--- config.mk ---
export PLATFORM = sky130hd
export DESIGN_NAME = uart_tx_arbiter
export DESIGN_NICKNAME = d
export VERILOG_FILES = /design/src/rtl/uart_pkg.sv /design/src/rtl/rr_pick.sv /design/src/rtl/uart_tx_arbiter.sv
export SDC_FILE = /design/constraint.sdc
export NUM_CORES = 1
export LEC_CHECK = 0
export ABC_AREA = 1
export BUFFER_PORTS_ARGS = -buffer_cell sky130_fd_sc_hd__buf_2
export CAP_MARGIN = 40
export CORE_UTILIZATION = 42
export CTS_BUF_LIST = sky130_fd_sc_hd__clkbuf_8
export DETAILED_ROUTE_END_ITERATION = 6
export PLACE_DENSITY = 0.77
export SLEW_MARGIN = 30
export SYNTH_ARGS = -nofsm -noshare
export SYNTH_HDL_FRONTEND = slang
export SYNTH_SLANG_ARGS = --single-unit
--- constraint.sdc ---
create_clock -name clk -period 1.24 [get_ports clk]
set_clock_uncertainty 0.2 [all_clocks]
set_input_delay 0.186 -clock clk [delete_from_list [all_inputs] [get_ports clk]]
set_output_delay 0.186 -clock clk [all_outputs]
set_load 0.01 [all_outputs]
--- src/rtl/uart_pkg.sv ---
// Shared types and constants for the UART transmit arbiter.
package uart_pkg;

    localparam int UART_WIDTH = 8;

    typedef enum logic [1:0] {
        ARB_IDLE = 2'd0,
        ARB_HOLD = 2'd1,
        ARB_WAIT = 2'd2
    } arb_state_t;

endpackage

--- src/rtl/rr_pick.sv ---
// Combinational round-robin picker: searches req starting one past 'last',
// wrapping at N-1 -> 0, and reports the first set index.
module rr_pick #(
    parameter int N = 2
) (
    input  logic [N-1:0]         req,
    input  logic [$clog2(N)-1:0] last,
    output logic                 any,
    output logic [$clog2(N)-1:0] winner
);

    localparam int IW = $clog2(N);
    localparam logic [IW:0] N_EXT = (IW + 1)'(N);

    logic [IW-1:0] rot_idx [N];
    logic [N-1:0]  rot;

    // rot[k] is the requester k+1 places after the last grant.
    genvar gi;
    generate
        for (gi = 0; gi < N; gi++) begin : g_rot
            logic [IW:0] sum;
            assign sum         = {1'b0, last} + (IW + 1)'(gi + 1);
            assign rot_idx[gi] = (sum >= N_EXT) ? IW'(sum - N_EXT) : IW'(sum);
            assign rot[gi]     = req[rot_idx[gi]];
        end
    endgenerate

    always_comb begin
        any    = 1'b0;
        winner = '0;
        for (int k = N - 1; k >= 0; k--) begin
            if (rot[k]) begin
                any    = 1'b1;
                winner = rot_idx[k];
            end
        end
    end

endmodule

--- src/rtl/uart_tx_arbiter.sv ---
// Round-robin arbiter sharing one UART transmitter, one byte per grant.
// Define UART_ARB_LOCK_EN to keep the channel with a requester until its req_last byte.
module uart_tx_arbiter
    import uart_pkg::*;
#(
    parameter int N_REQ = 2,
    parameter int WIDTH = UART_WIDTH
) (
    input  logic                     clk,
    input  logic                     reset_n,
    input  logic [N_REQ-1:0]         req,
    input  logic [N_REQ*WIDTH-1:0]   req_data,
`ifdef UART_ARB_LOCK_EN
    input  logic [N_REQ-1:0]         req_last,
`endif
    output logic [N_REQ-1:0]         req_ack,
    output logic [WIDTH-1:0]         tx_byte,
    output logic                     tx_req,
    input  logic                     tx_busy,
    output logic [$clog2(N_REQ)-1:0] grant_id
);

    localparam int IW = $clog2(N_REQ);

    arb_state_t       state_reg, state_next;
    logic [N_REQ-1:0] req_ack_reg;
    logic [WIDTH-1:0] tx_byte_reg;
    logic             tx_req_reg;
    logic [IW-1:0]    rr_ptr_reg;

    logic             pick_any;
    logic [IW-1:0]    pick_id;
    logic [IW-1:0]    win_id;
    logic             grant;
    logic [WIDTH-1:0] data_slice [N_REQ];

    genvar gi;
    generate
        for (gi = 0; gi < N_REQ; gi++) begin : g_slice
            assign data_slice[gi] = req_data[gi*WIDTH +: WIDTH];
        end
    endgenerate

    rr_pick #(.N(N_REQ)) u_pick (
        .req    (req),
        .last   (rr_ptr_reg),
        .any    (pick_any),
        .winner (pick_id)
    );

`ifdef UART_ARB_LOCK_EN
    logic lock_reg, lock_next;

    // A held lock pins the grant to the last winner; others wait even if it drops req.
    assign win_id = lock_reg ? rr_ptr_reg : pick_id;
    assign grant  = (state_reg == ARB_IDLE) && !tx_busy &&
                    (lock_reg ? req[rr_ptr_reg] : pick_any);

    always_comb begin
        lock_next = lock_reg;
        if (grant) begin
            lock_next = !req_last[win_id];
        end
    end

    always_ff @(posedge clk or negedge reset_n) begin
        if (!reset_n) begin
            lock_reg <= 1'b0;
        end else begin
            lock_reg <= lock_next;
        end
    end
`else
    assign win_id = pick_id;
    assign grant  = (state_reg == ARB_IDLE) && !tx_busy && pick_any;
`endif

    // HOLD covers the cycle in which the UART may not yet have raised busy.
    always_comb begin
        state_next = state_reg;
        case (state_reg)
            ARB_IDLE: if (grant) state_next = ARB_HOLD;
            ARB_HOLD: state_next = ARB_WAIT;
            ARB_WAIT: if (!tx_busy) state_next = ARB_IDLE;
            default:  state_next = ARB_IDLE;
        endcase
    end

    always_ff @(posedge clk or negedge reset_n) begin
        if (!reset_n) begin
            state_reg   <= ARB_IDLE;
            tx_req_reg  <= 1'b0;
            req_ack_reg <= '0;
            tx_byte_reg <= '0;
            rr_ptr_reg  <= '0;
        end else begin
            state_reg   <= state_next;
            tx_req_reg  <= grant;
            req_ack_reg <= '0;
            if (grant) begin
                req_ack_reg[win_id] <= 1'b1;
                tx_byte_reg         <= data_slice[win_id];
                rr_ptr_reg          <= win_id;
            end
        end
    end

    assign req_ack  = req_ack_reg;
    assign tx_byte  = tx_byte_reg;
    assign tx_req   = tx_req_reg;
    assign grant_id = rr_ptr_reg;

endmodule
After elaboration in Yosys (flattened, before gate mapping)
Cells that the tools add are included.
Cells by class
  add/subtract/negate cells: 4
  $lt $le $gt $ge: 7
  equality and inequality tests: 4
  multiplexer cells: 19
  bitwise gates (word level): 1
  reductions and logical operators: 6
Operators by type and width (number)
  $mux W8: 3
  $mux W1: 11
  $ge A2 B2 Y1 const B: 3
  $lt A1 B2 Y1 const B: 3
  $mux W2: 3
  $pmux W2 S3: 1
  $ne A2 B2 Y1 const B: 2
  $logic_and A1 B1 Y1: 3
  $add A1 B1 Y2 const B: 1
  $add A1 B2 Y2 const B: 1
  $eq A2 B1 Y1 const B: 1
  $eq A2 B2 Y1 const B: 1
  $logic_not A2 Y1: 1
  $not A1 Y2: 1
  $reduce_and A2 Y1: 1
  $sub A1 B1 Y1 const B: 2
  $demux W1 S1: 1
  $ge A1 B1 Y1 const B: 1
  $logic_not A1 Y1: 1
Word-level totals
  register bits: 14
  bits of input ports: 21
  output and inout bits: 12
  word-level logic and storage cells: 46

Longest topological paths before layout
  depth after elaboration: 12
  mapped depth: 6
  depth with buffers taken out: 6

Hierarchy
Synthesis repeated with hierarchy kept, for this count alone.
Unflattened totals
  cell total of the unflattened synthesis: 85
  area total of the unflattened synthesis: 651.9 sq um
By module, submodules not included
  uart_tx_arbiter: instances 1, cells an instance 82, area each 636.9 sq um
  rr_pick: instances 1, cells an instance 3, area each 15.0 sq um

Worst setup path before layout
No wires, ideal clock.
  kind: register to register
  from: register rr_ptr_reg, in the netlist grant_id
  to: register tx_byte_reg[0], in the netlist tx_byte[0]
  data arrival time: 866 ps
  data required time: 924 ps
  slack: 58 ps
  stages on the path, launching flop included: 7
  buffers on the path: 0
  period minus slack after synthesis: 1182 ps
  cells stage by stage: dfrtp_1 > nand2_2 > nand2_2 > nand2_1 > nand2_1 > nand2_1 > nand2_1
Between the ends
  cells in the longest elaborated chain, start to end: 11
  elaborated cells between the ends (all ways): 21
RTL lines
  start, declared: RTL line uart_tx_arbiter.sv:29  | logic [IW-1:0] rr_ptr_reg;
  start signal, assigned: RTL line uart_tx_arbiter.sv:103  | rr_ptr_reg <= win_id;
  $add A1 B2 Y2: RTL line rr_pick.sv:23  | assign sum = {1'b0, last} + (IW + 1)'(gi + 1);
  $ge A2 B2 Y1 or $sub A1 B1 Y1 (tied branches): RTL line rr_pick.sv:24  | assign rot_idx[gi] = (sum >= N_EXT) ? IW'(sum - N_EXT) : IW'(sum);
  $mux W1: RTL line rr_pick.sv:24
  $mux W1 (implied by the code) (2 in a row): RTL line rr_pick.sv:25  | assign rot[gi] = req[rot_idx[gi]];
  $mux W1 (2 in a row): RTL line rr_pick.sv:33  | if (rot[k]) begin
  $not A1 Y2 (implied by the code): RTL line uart_tx_arbiter.sv:102  | tx_byte_reg <= data_slice[win_id];
  $mux W8 (implied by the code) (3 in a row): RTL line uart_tx_arbiter.sv:102
  end signal, assigned: RTL line uart_tx_arbiter.sv:102
  end, declared: RTL line uart_tx_arbiter.sv:27  | logic [WIDTH-1:0] tx_byte_reg;
Several ways; a longest one is shown, not always the timed one. The select of a mux whose other input is x is not followed.
A chain may end at the register's enable or synchronous reset.

Final worst setup path
  from: register state_reg[1]
  to: register tx_byte_reg[5], in the netlist tx_byte[5]
Between the ends
  cells in the longest elaborated chain, start to end: 3
RTL lines
  start, declared: RTL line uart_tx_arbiter.sv:25  | arb_state_t state_reg, state_next;
  start signal, assigned: RTL line uart_tx_arbiter.sv:97  | state_reg <= state_next;
  $logic_not A2 Y1: RTL line uart_tx_arbiter.sv:75  | assign grant = (state_reg == ARB_IDLE) && !tx_busy && pick_any;
  $logic_and A1 B1 Y1 (2 in a row): RTL line uart_tx_arbiter.sv:75
No other way between the ends.

==> run metrics <==
family with the most delay on the worst path=flip-flops; WP data arrival=around 1.2 ns; Longest Clk Path Bufs=2; RSZ-0062 raised after global routing=yes; portion of synthesized cell area occupied by the leading cell type=51.8%; maximum vdd ir drop=1.22 mV; max reg flops=8; Post-Place Setup Slack=0.00329 ns; number of primary I/O pins=33; count of endpoints failing setup in the final report=1; reported leakage power=0.599 nW; Worst path slowest cell=dfrtp_1; core area=around 1500 µm²; total number of vias=689; data required time at the worst endpoint=1.18 ns; routed length on met1=658 µm; largest area contributor in the netlist=dfrtp_1; Clock power frac=21.6%; global-route usage over all layers=18.1%; worst hold-check path type=primary input to flop; clock network latency to the later pin of the worst-skew pair=between 0.2 and 0.25 ns; Placed Instance Area=861 µm²; status=complete, but fails checks; post-synth cell types=12; Slew Viols, Final=0; # H-tree levels=1; kind of end point of the critical path=flop; sequential fraction of the synthesis area=51.8%; total number of yosys warnings=0; f_max=0.803 GHz; internal power=1.30 mW; sw power=749 µW; DRC violations left=0; clock sink count=14; Post-Route Utilization=66.9%; area growth from synthesis to layout=48.8%; starting density of the core=44.9%; number of vias per cell=between 4 and 5; ordered cell list for the critical path=nor2_4 > buf_6 > nand2_8 > nand2_1 > nand2_1; Least-Margin Pin Slew=roughly 0.31 ns; register bit total from synthesis=14; Port-buffer cells=32; HPWL after detailed placement=1.11 mm; CTS clock-pin slew for the worst setup and hold paths=0.06 ns; Worst Setup Slack, final=-0.00479 ns; cell mode on critical path=nand2_1; violated checks=setup timing; post-synth net total=around 100; Period Utilization, post-route=100%; Routability Congestion=0.791; first-pass GRT wire length=about 2.4 mm; post-layout net count=146; Design Area, Final=approximately 1000 µm²; GRT Residual Overflow=0; count of inserted antenna diode cells=0; top area cells in the synthesized netlist=dfrtp_1 52%, nand2_1 24%, nand3_1 5.9%; nature of the critical path startpoint=flop; sum of met2 wire segment lengths after detailed routing=838 µm; width of the die=around 42 µm; cell count after synthesis=81; wire length after detailed routing=1.63 mm; number of max-cap violations=0; ratio of total power to cell area=between 2000 and 2500 nW/µm²; Slew HR=79.4%; share of post-route cells with drive strength above 1=46.8%; # rows=14; worst path buffer plus inverter count=1; Pre-antenna DRT Iters=4; final antenna-violating net count=0; Die Ht=42.1 µm; final-layout setup total negative slack=-0.00479 ns; initial antenna violation count=0; switching part of the total=36.6%; Max FO, Critical Path=10; Period minus WS final=1.24 ns; top layer used by detailed routing=met4; Cell Area, Synth=between 600 and 700 µm²; logic gate share of total power=41.8%; maximum single-stage delay on the critical path=0.41 ns; number of buffers created by CTS=3; sequential group share of total power=36.6%; cell at the root of the clock tree=clkbuf_8; die area=1780 µm²; wire length on met3=~120 µm; vias in the first global route=574; Avg WL per Cell=11.7 µm; clock tree from TritonCTS=built; critical path type=flop to flop; number of failing hold endpoints at the final stage=0; initial DRC count=19; pin count of the biggest net entering global routing=15; post-synthesis average cell area=8.36 µm²
-- through the flow --
step,power [mW],hold WS [ns],std cells
finish,2.05,0.0244,140
global route,2.17,0.0326,140
CTS,1.87,0.0300,135
detailed placement,1.42,-0.105,130
global placement,1.39,-0.109,130
floorplan,1.15,-0.310,81
-- final timing paths --
check                             startpoint    endpoint  slack [ns]  cells past startpoint
worst max-delay path            state_reg[1]  tx_byte[5]      -0.005                      5
worst min-delay path             req_data[1]  tx_byte[1]        0.02                      5
worst max register to register  state_reg[1]  tx_byte[5]      -0.005                      5
worst min register to register    tx_byte[6]  tx_byte[6]        0.27                      2
max in group asynchronous            reset_n  tx_byte[2]        0.44                      2
min in group asynchronous            reset_n    grant_id        0.16                      2
-- cells in the final DEF (no fill, tap or decap) --
cell / n
nand2_8: 1
dlygate4sd3_1: 1
nand2_1: 36
nor2_8: 1
dfrtp_1: 14
clkbuf_8: 4
buf_4: 5
nand2_4: 3
nor2_2: 1
nand3_1: 8
nor2_1: 3
o21a_1: 1
buf_2: 32
nand2_2: 7
inv_1: 3
buf_6: 1
nor2_4: 3
-- worst register-to-register path: cells and delay by family, from the launching register on --
| kind | cells | cell delay, ns |
|---|---|---|
| AND/OR/NAND/NOR | 4 | 0.41 |
| buffers and inverters | 1 | 0.14 |
| flip-flops | 1 | 0.41 |
-- what timing repair did --
item                                   CTS  global route
gates resized for setup                  0            11
setup endpoints to repair                1            10
gates cloned                             0             1
pin swaps                                0             6
setup buffers                            0             4
endpoints found under the hold margin   14             0
hold buffers                             1             0
-- power by group through the flow --
| stage | clock network (mW) | registers (mW) | logic [mW] |
|---|---|---|---|
| 3_5_place_dp | 0 | 0.741 | 0.677 |
| 2_1_floorplan | 0 | 0.810 | 0.336 |
| 3_3_place_gp | 0 | 0.738 | 0.657 |
| 4_1_cts | 0.446 | 0.735 | 0.685 |
| 5_1_grt | 0.465 | 0.769 | 0.932 |
| 6_report | 0.441 | 0.750 | 0.856 |
-- synthesized netlist by cell type --
library cell / n
o21a_1: 1
nand2_4: 2
inv_1: 3
dfrtp_1: 14
nor2_1: 3
buf_6: 1
nand3_1: 8
nand2_2: 2
nand2_1: 43
nor2_8: 1
nor2_4: 2
nor2_2: 1
-- per-layer routing --
metal / track usage [%] / vias up
met3: 3.88 / 2
li1: - / 336
met1: 23.1 / 314
met4: 7.50 / 0
met2: 29.7 / 37
met5: 0 / -
-- cells by family (layout without fill, tap and decap cells) --
kind of cell           count (synthesis)  count (layout)  synth area share, %
AND/OR/NAND/NOR                       62              63                 43.8
flip-flops                            14              14                 51.8
buffers and inverters                  4              46                 3.33
AO/OA/AOI/OAI                          1               1                 1.11
-- area by class of cell --
| type | count | area [µm²] |
|---|---|---|
| fillers | 136 | 499 |
| repair buffers | 39 | 219 |
| clock buffers | 4 | 55.1 |
| multi-input cells | 64 | 352 |
| flip-flops and latches | 14 | 350 |
| inverters | 3 | 11.3 |
| well taps | 16 | 20.0 |
Power figures use the tool's default switching activity.
